===== src/rtl/stencil_fetch.sv =====
`default_nettype none
// ============================================================================
// Module   : stencil_fetch
// Function : Walks a GRID_W x GRID_H row-major grid RAM and emits one 5-point
//            stencil (C,N,S,E,W) per cell over a valid/ready handshake.
//            Optional macro STENCIL_DIRICHLET_EN: fixed-value walls.
// Revision : 1.0 - initial release
// ============================================================================
module stencil_fetch #(
  parameter int                    DATA_WIDTH     = 16,
  parameter int                    ADDRESS_WIDTH  = 12,
  parameter int                    GRID_W         = 50,
  parameter int                    GRID_H         = 50,
  parameter logic [DATA_WIDTH-1:0] BOUNDARY_VALUE = '0
) (
  input  logic                     clk,
  input  logic                     rst_n,
  input  logic                     start,
  output logic                     busy,
  output logic                     done,
  output logic [ADDRESS_WIDTH-1:0] ram_addr,
  input  logic [DATA_WIDTH-1:0]    ram_rdata,
  output logic                     st_valid,
  input  logic                     st_ready,
  output logic [DATA_WIDTH-1:0]    st_c,
  output logic [DATA_WIDTH-1:0]    st_n,
  output logic [DATA_WIDTH-1:0]    st_s,
  output logic [DATA_WIDTH-1:0]    st_e,
  output logic [DATA_WIDTH-1:0]    st_w,
  output logic [ADDRESS_WIDTH-1:0] st_addr,
  output logic [3:0]               st_boundary,
  output logic                     st_last
);

  localparam int c_col_w = (GRID_W > 1) ? $clog2(GRID_W) : 1;
  localparam int c_row_w = (GRID_H > 1) ? $clog2(GRID_H) : 1;
  localparam logic [c_col_w-1:0]       c_col_max  = c_col_w'(GRID_W - 1);
  localparam logic [c_row_w-1:0]       c_row_max  = c_row_w'(GRID_H - 1);
  localparam logic [c_col_w-1:0]       c_col_one  = c_col_w'(1);
  localparam logic [c_row_w-1:0]       c_row_one  = c_row_w'(1);
  localparam logic [ADDRESS_WIDTH-1:0] c_row_step = ADDRESS_WIDTH'(GRID_W);
  localparam logic [ADDRESS_WIDTH-1:0] c_addr_one = ADDRESS_WIDTH'(1);
  localparam logic [2:0]               c_ph_one   = 3'd1;

`ifdef STENCIL_DIRICHLET_EN
  localparam bit c_dirichlet = 1'b1;
`else
  localparam bit c_dirichlet = 1'b0;
`endif

  typedef enum logic [1:0] {
    S_IDLE  = 2'd0,
    S_FETCH = 2'd1,
    S_OUT   = 2'd2,
    S_DONE  = 2'd3
  } state_t;

  state_t                   state_q,  state_d;
  logic [2:0]               phase_q,  phase_d;
  logic [c_row_w-1:0]       row_q,    row_d;
  logic [c_col_w-1:0]       col_q,    col_d;
  logic [ADDRESS_WIDTH-1:0] centre_q, centre_d;
  logic [ADDRESS_WIDTH-1:0] addr_q,   addr_d;
  logic [DATA_WIDTH-1:0]    c_q, c_d, n_q, n_d, s_q, s_d, e_q, e_d, w_q, w_d;

  logic                     w_top, w_bot, w_left, w_right, w_last;
  logic [ADDRESS_WIDTH-1:0] w_addr_n, w_addr_s, w_addr_e, w_addr_w;
  logic [DATA_WIDTH-1:0]    w_fill;

  assign w_top   = (row_q == '0);
  assign w_bot   = (row_q == c_row_max);
  assign w_left  = (col_q == '0);
  assign w_right = (col_q == c_col_max);
  assign w_last  = w_bot && w_right;

  // Out-of-grid slots re-read the centre so no address ever leaves the grid.
  assign w_addr_n = w_top   ? centre_q : centre_q - c_row_step;
  assign w_addr_s = w_bot   ? centre_q : centre_q + c_row_step;
  assign w_addr_e = w_right ? centre_q : centre_q + c_addr_one;
  assign w_addr_w = w_left  ? centre_q : centre_q - c_addr_one;

  always_comb begin
    state_d  = state_q;
    phase_d  = phase_q;
    row_d    = row_q;
    col_d    = col_q;
    centre_d = centre_q;
    addr_d   = addr_q;
    c_d      = c_q;
    n_d      = n_q;
    s_d      = s_q;
    e_d      = e_q;
    w_d      = w_q;
    case (state_q)
      S_IDLE: begin
        if (start) begin
          state_d  = S_FETCH;
          phase_d  = '0;
          row_d    = '0;
          col_d    = '0;
          centre_d = '0;
          addr_d   = '0;
        end
      end
      S_FETCH: begin
        phase_d = phase_q + c_ph_one;
        // Address issue runs one slot ahead of capture (1-cycle RAM latency).
        case (phase_q)
          3'd0: addr_d = w_addr_n;
          3'd1: begin
            addr_d = w_addr_s;
            c_d    = ram_rdata;
          end
          3'd2: begin
            addr_d = w_addr_e;
            n_d    = ram_rdata;
          end
          3'd3: begin
            addr_d = w_addr_w;
            s_d    = ram_rdata;
          end
          3'd4: e_d = ram_rdata;
          default: begin
            w_d     = ram_rdata;
            phase_d = '0;
            state_d = S_OUT;
          end
        endcase
      end
      S_OUT: begin
        if (st_ready) begin
          if (w_last) begin
            state_d = S_DONE;
          end else begin
            state_d  = S_FETCH;
            phase_d  = '0;
            centre_d = centre_q + c_addr_one;
            addr_d   = centre_q + c_addr_one;
            if (w_right) begin
              col_d = '0;
              row_d = row_q + c_row_one;
            end else begin
              col_d = col_q + c_col_one;
            end
          end
        end
      end
      default: state_d = S_IDLE;
    endcase
  end

  always_ff @(posedge clk) begin
    if (!rst_n) begin
      state_q  <= S_IDLE;
      phase_q  <= '0;
      row_q    <= '0;
      col_q    <= '0;
      centre_q <= '0;
      addr_q   <= '0;
      c_q      <= '0;
      n_q      <= '0;
      s_q      <= '0;
      e_q      <= '0;
      w_q      <= '0;
    end else begin
      state_q  <= state_d;
      phase_q  <= phase_d;
      row_q    <= row_d;
      col_q    <= col_d;
      centre_q <= centre_d;
      addr_q   <= addr_d;
      c_q      <= c_d;
      n_q      <= n_d;
      s_q      <= s_d;
      e_q      <= e_d;
      w_q      <= w_d;
    end
  end

  assign busy     = (state_q == S_FETCH) || (state_q == S_OUT);
  assign done     = (state_q == S_DONE);
  assign st_valid = (state_q == S_OUT);
  assign ram_addr = addr_q;
  assign st_addr  = centre_q;
  assign st_last  = st_valid && w_last;

  // Flags are gated so that idle/reset outputs read as all-zero.
  assign st_boundary = st_valid ? {w_top, w_bot, w_right, w_left} : 4'b0000;

  assign w_fill = c_dirichlet ? BOUNDARY_VALUE : c_q;
  assign st_c   = c_q;
  assign st_n   = st_boundary[3] ? w_fill : n_q;
  assign st_s   = st_boundary[2] ? w_fill : s_q;
  assign st_e   = st_boundary[1] ? w_fill : e_q;
  assign st_w   = st_boundary[0] ? w_fill : w_q;

endmodule
`default_nettype wire


===== config.mk =====
export PLATFORM = sky130hd
export DESIGN_NAME = stencil_fetch
export DESIGN_NICKNAME = d
export VERILOG_FILES = /design/src/rtl/stencil_fetch.sv
export SDC_FILE = /design/constraint.sdc
export NUM_CORES = 1
export LEC_CHECK = 0
export BUFFER_PORTS_ARGS = -buffer_cell sky130_fd_sc_hd__buf_2
export CAP_MARGIN = 20
export CORE_ASPECT_RATIO = 1.75
export CORE_MARGIN = 2
export CORE_UTILIZATION = 55
export CTS_BUF_LIST = sky130_fd_sc_hd__clkbuf_16
export CTS_CLUSTER_DIAMETER = 200
export CTS_CLUSTER_SIZE = 16
export DETAILED_ROUTE_END_ITERATION = 10
export PLACE_DENSITY = 0.81
export SKIP_CTS_REPAIR_TIMING = 1
export SYNTH_ARGS = -nofsm -noshare
export SYNTH_HDL_FRONTEND = slang
export SYNTH_SLANG_ARGS = --single-unit

===== constraint.sdc =====
create_clock -name clk -period 3.45 [get_ports clk]
set_input_delay 0.69 -clock clk [delete_from_list [all_inputs] [get_ports clk]]
set_output_delay 0.69 -clock clk [all_outputs]
set_load 0.02 [all_outputs]

==> results.toml <==
[finish]
instances_no_fill = 1173
num-nets-final = 1028
regArea_mm2 = 0.002422
drive_gt1_frac = 0.2645
multi_input_area_mm2 = 0.004443
num_antenna_cells = 0
area_growth_pct = 19.59
nFillCells = 1129
stdcell_area_mm2 = 0.008592

[timing]
maxSlewViolCount = 0
setup-violations-final = 0
clock.fmax_mhz = 308.5
final-hold-violation-count = 0
fin_skew_ns = 0.01099
whs_ns = 0.4497
period_share = 0.9397
tightest_slew_ns = 1.125
slew_headroom = 0.2402
min_period_ns = 3.242
fin_tns_setup_ns = 0
rsz0062_at_grt = "no"

[critical_path]
rr_worst_depth = 6
reg2reg_slack_ns = 0.79
critPathKind = "reg -> out"
r2r-start = "st_addr[5]"
cp-end-kind = "output pin"
cp.required_ns = 2.76
cp_data_arrival_time_ns = 2.55
r2r_end = "ram_addr[8]"
cp_max_fo = 17
crit_path_end = "st_s[5]"
crit_path_start = "row_q[0]"
worstSetupStartpointType = "flop"

[synthesis]
synth_cells = 873
synth.mux.area_fraction = 0.1240
synth-main-ff-cell = "dfxtp_1"
synth-simple-area-share = 0.2205
syn_area_per_cell_um2 = 8.230
synth_edf_count = 0
synth-seq-area-share = 0.3372
async_flop_share = 0
synth_fp_nets = 912
synth-adder-area-share = 0.03309
synth-xor-area-share = 0.04876
synth_seq_cells = 121
synth_warnings = 0
ys_types = 71
synth_area_mm2 = 0.007184
synth-compound-area-share = 0.1921
synth_top_family_by_area = "simple AND/OR/NAND/NOR gates"

[power_and_ir_drop]
switching_share = 0.3432
p_total_mw = 4.390
combinationalPowerShare = 0.242
cellLeakagePower_nw = 3.634
p_seq_frac = 0.338
power_switching_mw = 1.507
intPower_mw = 2.883
clockPowerShare = 0.420
max-vdd-ir-drop_mv = 0.4602
powerDensity_mw_per_mm2 = 510.9

[cts]
clockBufferDepth = 2
cts_max_level = 4
cts_buffers = 17
cts_tree = "built"
insertion_delay_ns = 0.41
path_clk_slew_ns = 0.06
cts_root_buffer = "clkbuf_16"
clock-sinks = 121

[route]
drtIter0Drc = 478
wl_per_cell_um = 19.01
drt_wl_total_um = 22300
drc_errors = 0
final_antenna_net_count = 0
via_count = 6994
dr.pass1.iters = 6
viasPerCell = 5.962

[floorplan]
num_rows = 55
start_util = 0.5583
die-area_mm2 = 0.01403
coreArea_mm2 = 0.01287
die_h_um = 155.2
die_x_um = 90.40
top_level_ports = 132

[placed_design]
place_area_mm2 = 0.007986
dp.cells = 1141
dpl.hpwl_um = 15770
port_buffers = 131
place.gp.congestion = 1.000

[global_route]
antenna_found_initial = 0
grt_max_degree = 69
grt.total_usage = 0.3139
grt_pass1_vias = 6813
grt_pass1_wl_um = 35130
overflow = 0

[job]
cap_viol_max_count = 0

[worst_hold_path]
hold_path_startpoint = "ram_addr[3]"
hp-class = "reg -> reg"

[outcome]
status = "finished, final reports clean"
==> how the worst min path moves through the flow <==
stage | end | slack, ns | cells after the start
6_report | ram_addr[3] | 0.45 | 2
5_1_grt | n_q[5] | 0.49 | 2
4_1_cts | ram_addr[3] | 0.46 | 2
3_5_place_dp | ram_addr[3] | 0.44 | 2
3_3_place_gp | ram_addr[3] | 0.44 | 2
2_1_floorplan | e_q[15] | 0.44 | 2
==> through the flow <==
step | util | setup slack [ns]
4_1_cts | 0.6677 | 0.2298
3_5_place_dp | 0.6206 | 0.6740
2_1_floorplan | - | 0.6669
3_3_place_gp | 0.6206 | 0.6835
6_report | 0.6677 | 0.2080
5_1_grt | 0.6677 | 0.07244
==> worst max-delay path: stages, from the launching register on <==
cell,delay [ns]
dfxtp_1,0.42
ha_1,0.19
and3_1,0.37
nand3_2,0.18
inv_2,0.38
mux2_2,0.42
buf_2,0.17
==> final cells by class <==
| class | count | share of cell area |
|---|---|---|
| inverters | 19 | 0.008301 |
| multi-input cells | 675 | 0.5171 |
| well taps | 171 | 0.02490 |
| clock inverters | 15 | 0.02097 |
| clock buffers | 17 | 0.04951 |
| flip-flops and latches | 121 | 0.2819 |
| repair buffers | 155 | 0.09728 |
==> power groups by stage <==
stage	Sequential, mW	Clock, mW	Combinational (mW)
CTS	1.48	1.85	1.04
floorplan	1.52	0	0.712
finish	1.49	1.84	1.06
global placement	1.51	0	1.03
global route	1.49	1.92	1.14
detailed placement	1.52	0	1.04
==> layer usage <==
layer  routed length [um]  global-route usage  share of wire
met1                 8111              0.3198           0.36
met2                11630              0.5779           0.52
met3                 1396             0.06538          0.063
met4                 1168              0.1993          0.052
met5                    0                   0              0
==> kinds of logic (layout without fill, tap and decap cells) <==
logic type,count (synthesis),after routing
flops,121,121
fa+ha+maj,19,19
simple gates,338,338
xor+xnor,40,40
buf+inv,77,206
compound gates,197,197
mux,81,81
==> synth_stat cells (4+ instances only) <==
master / n / area share
nor4_1: 6 / 0.0052
inv_1: 17 / 0.0089
mux2_2: 64 / 0.10
o21ai_1: 6 / 0.0042
xnor2_1: 20 / 0.024
or4_1: 7 / 0.0073
o21ai_0: 28 / 0.020
nor3_1: 17 / 0.012
nand3_1: 17 / 0.012
or3_1: 4 / 0.0035
clkbuf_1: 41 / 0.021
nor2_1: 47 / 0.025
a211oi_1: 7 / 0.0073
nand2_1: 170 / 0.089
a221o_1: 4 / 0.0056
a21oi_1: 40 / 0.028
nand4_1: 7 / 0.0061
nand2b_1: 9 / 0.0078
dfxtp_1: 121 / 0.34
ha_1: 19 / 0.033
and3_1: 6 / 0.0052
a22oi_1: 6 / 0.0063
and2_1: 12 / 0.010
nor2b_1: 20 / 0.017
o211ai_1: 5 / 0.0052
buf_2: 12 / 0.0084
xor2_1: 20 / 0.024
mux2i_1: 17 / 0.024
a21boi_0: 57 / 0.060
o21a_1: 4 / 0.0042
==> sequential cells by signal, summed over array words and instances, names as in the netlist <==
register,count
col_q,6
e_q,16
n_q,16
phase_q,3
ram_addr,12
row_q,6
s_q,16
st_addr,12
st_c,16
state_q,2
w_q,16
==> cells in the final DEF (no fill, tap or decap), types with 5 or more instances in the layout <==
| master | synthesis | final |
|---|---|---|
| nor2_1 | 47 | 47 |
| xnor2_1 | 20 | 20 |
| and3_1 | 6 | 6 |
| o21ai_0 | 28 | 28 |
| nor2b_1 | 20 | 20 |
| nand2_1 | 170 | 170 |
| buf_2 | 12 | 131 |
| dfxtp_1 | 121 | 121 |
| mux2_2 | 64 | 64 |
| o21ai_1 | 6 | 6 |
| or4_1 | 7 | 7 |
| inv_1 | 17 | 17 |
| a21oi_1 | 40 | 40 |
| nand2b_1 | 9 | 9 |
| buf_4 | 2 | 24 |
| a211oi_1 | 7 | 7 |
| ha_1 | 19 | 19 |
| a21boi_0 | 57 | 57 |
| nor4_1 | 6 | 6 |
| inv_6 | 0 | 8 |
| and2_1 | 12 | 12 |
| a22oi_1 | 6 | 6 |
| nand3_1 | 17 | 17 |
| nand4_1 | 7 | 7 |
| o211ai_1 | 5 | 5 |
| xor2_1 | 20 | 20 |
| clkbuf_16 | 0 | 17 |
| mux2i_1 | 17 | 17 |
| nor3_1 | 17 | 17 |
Note: power is estimated with default switching activity, not from simulation.
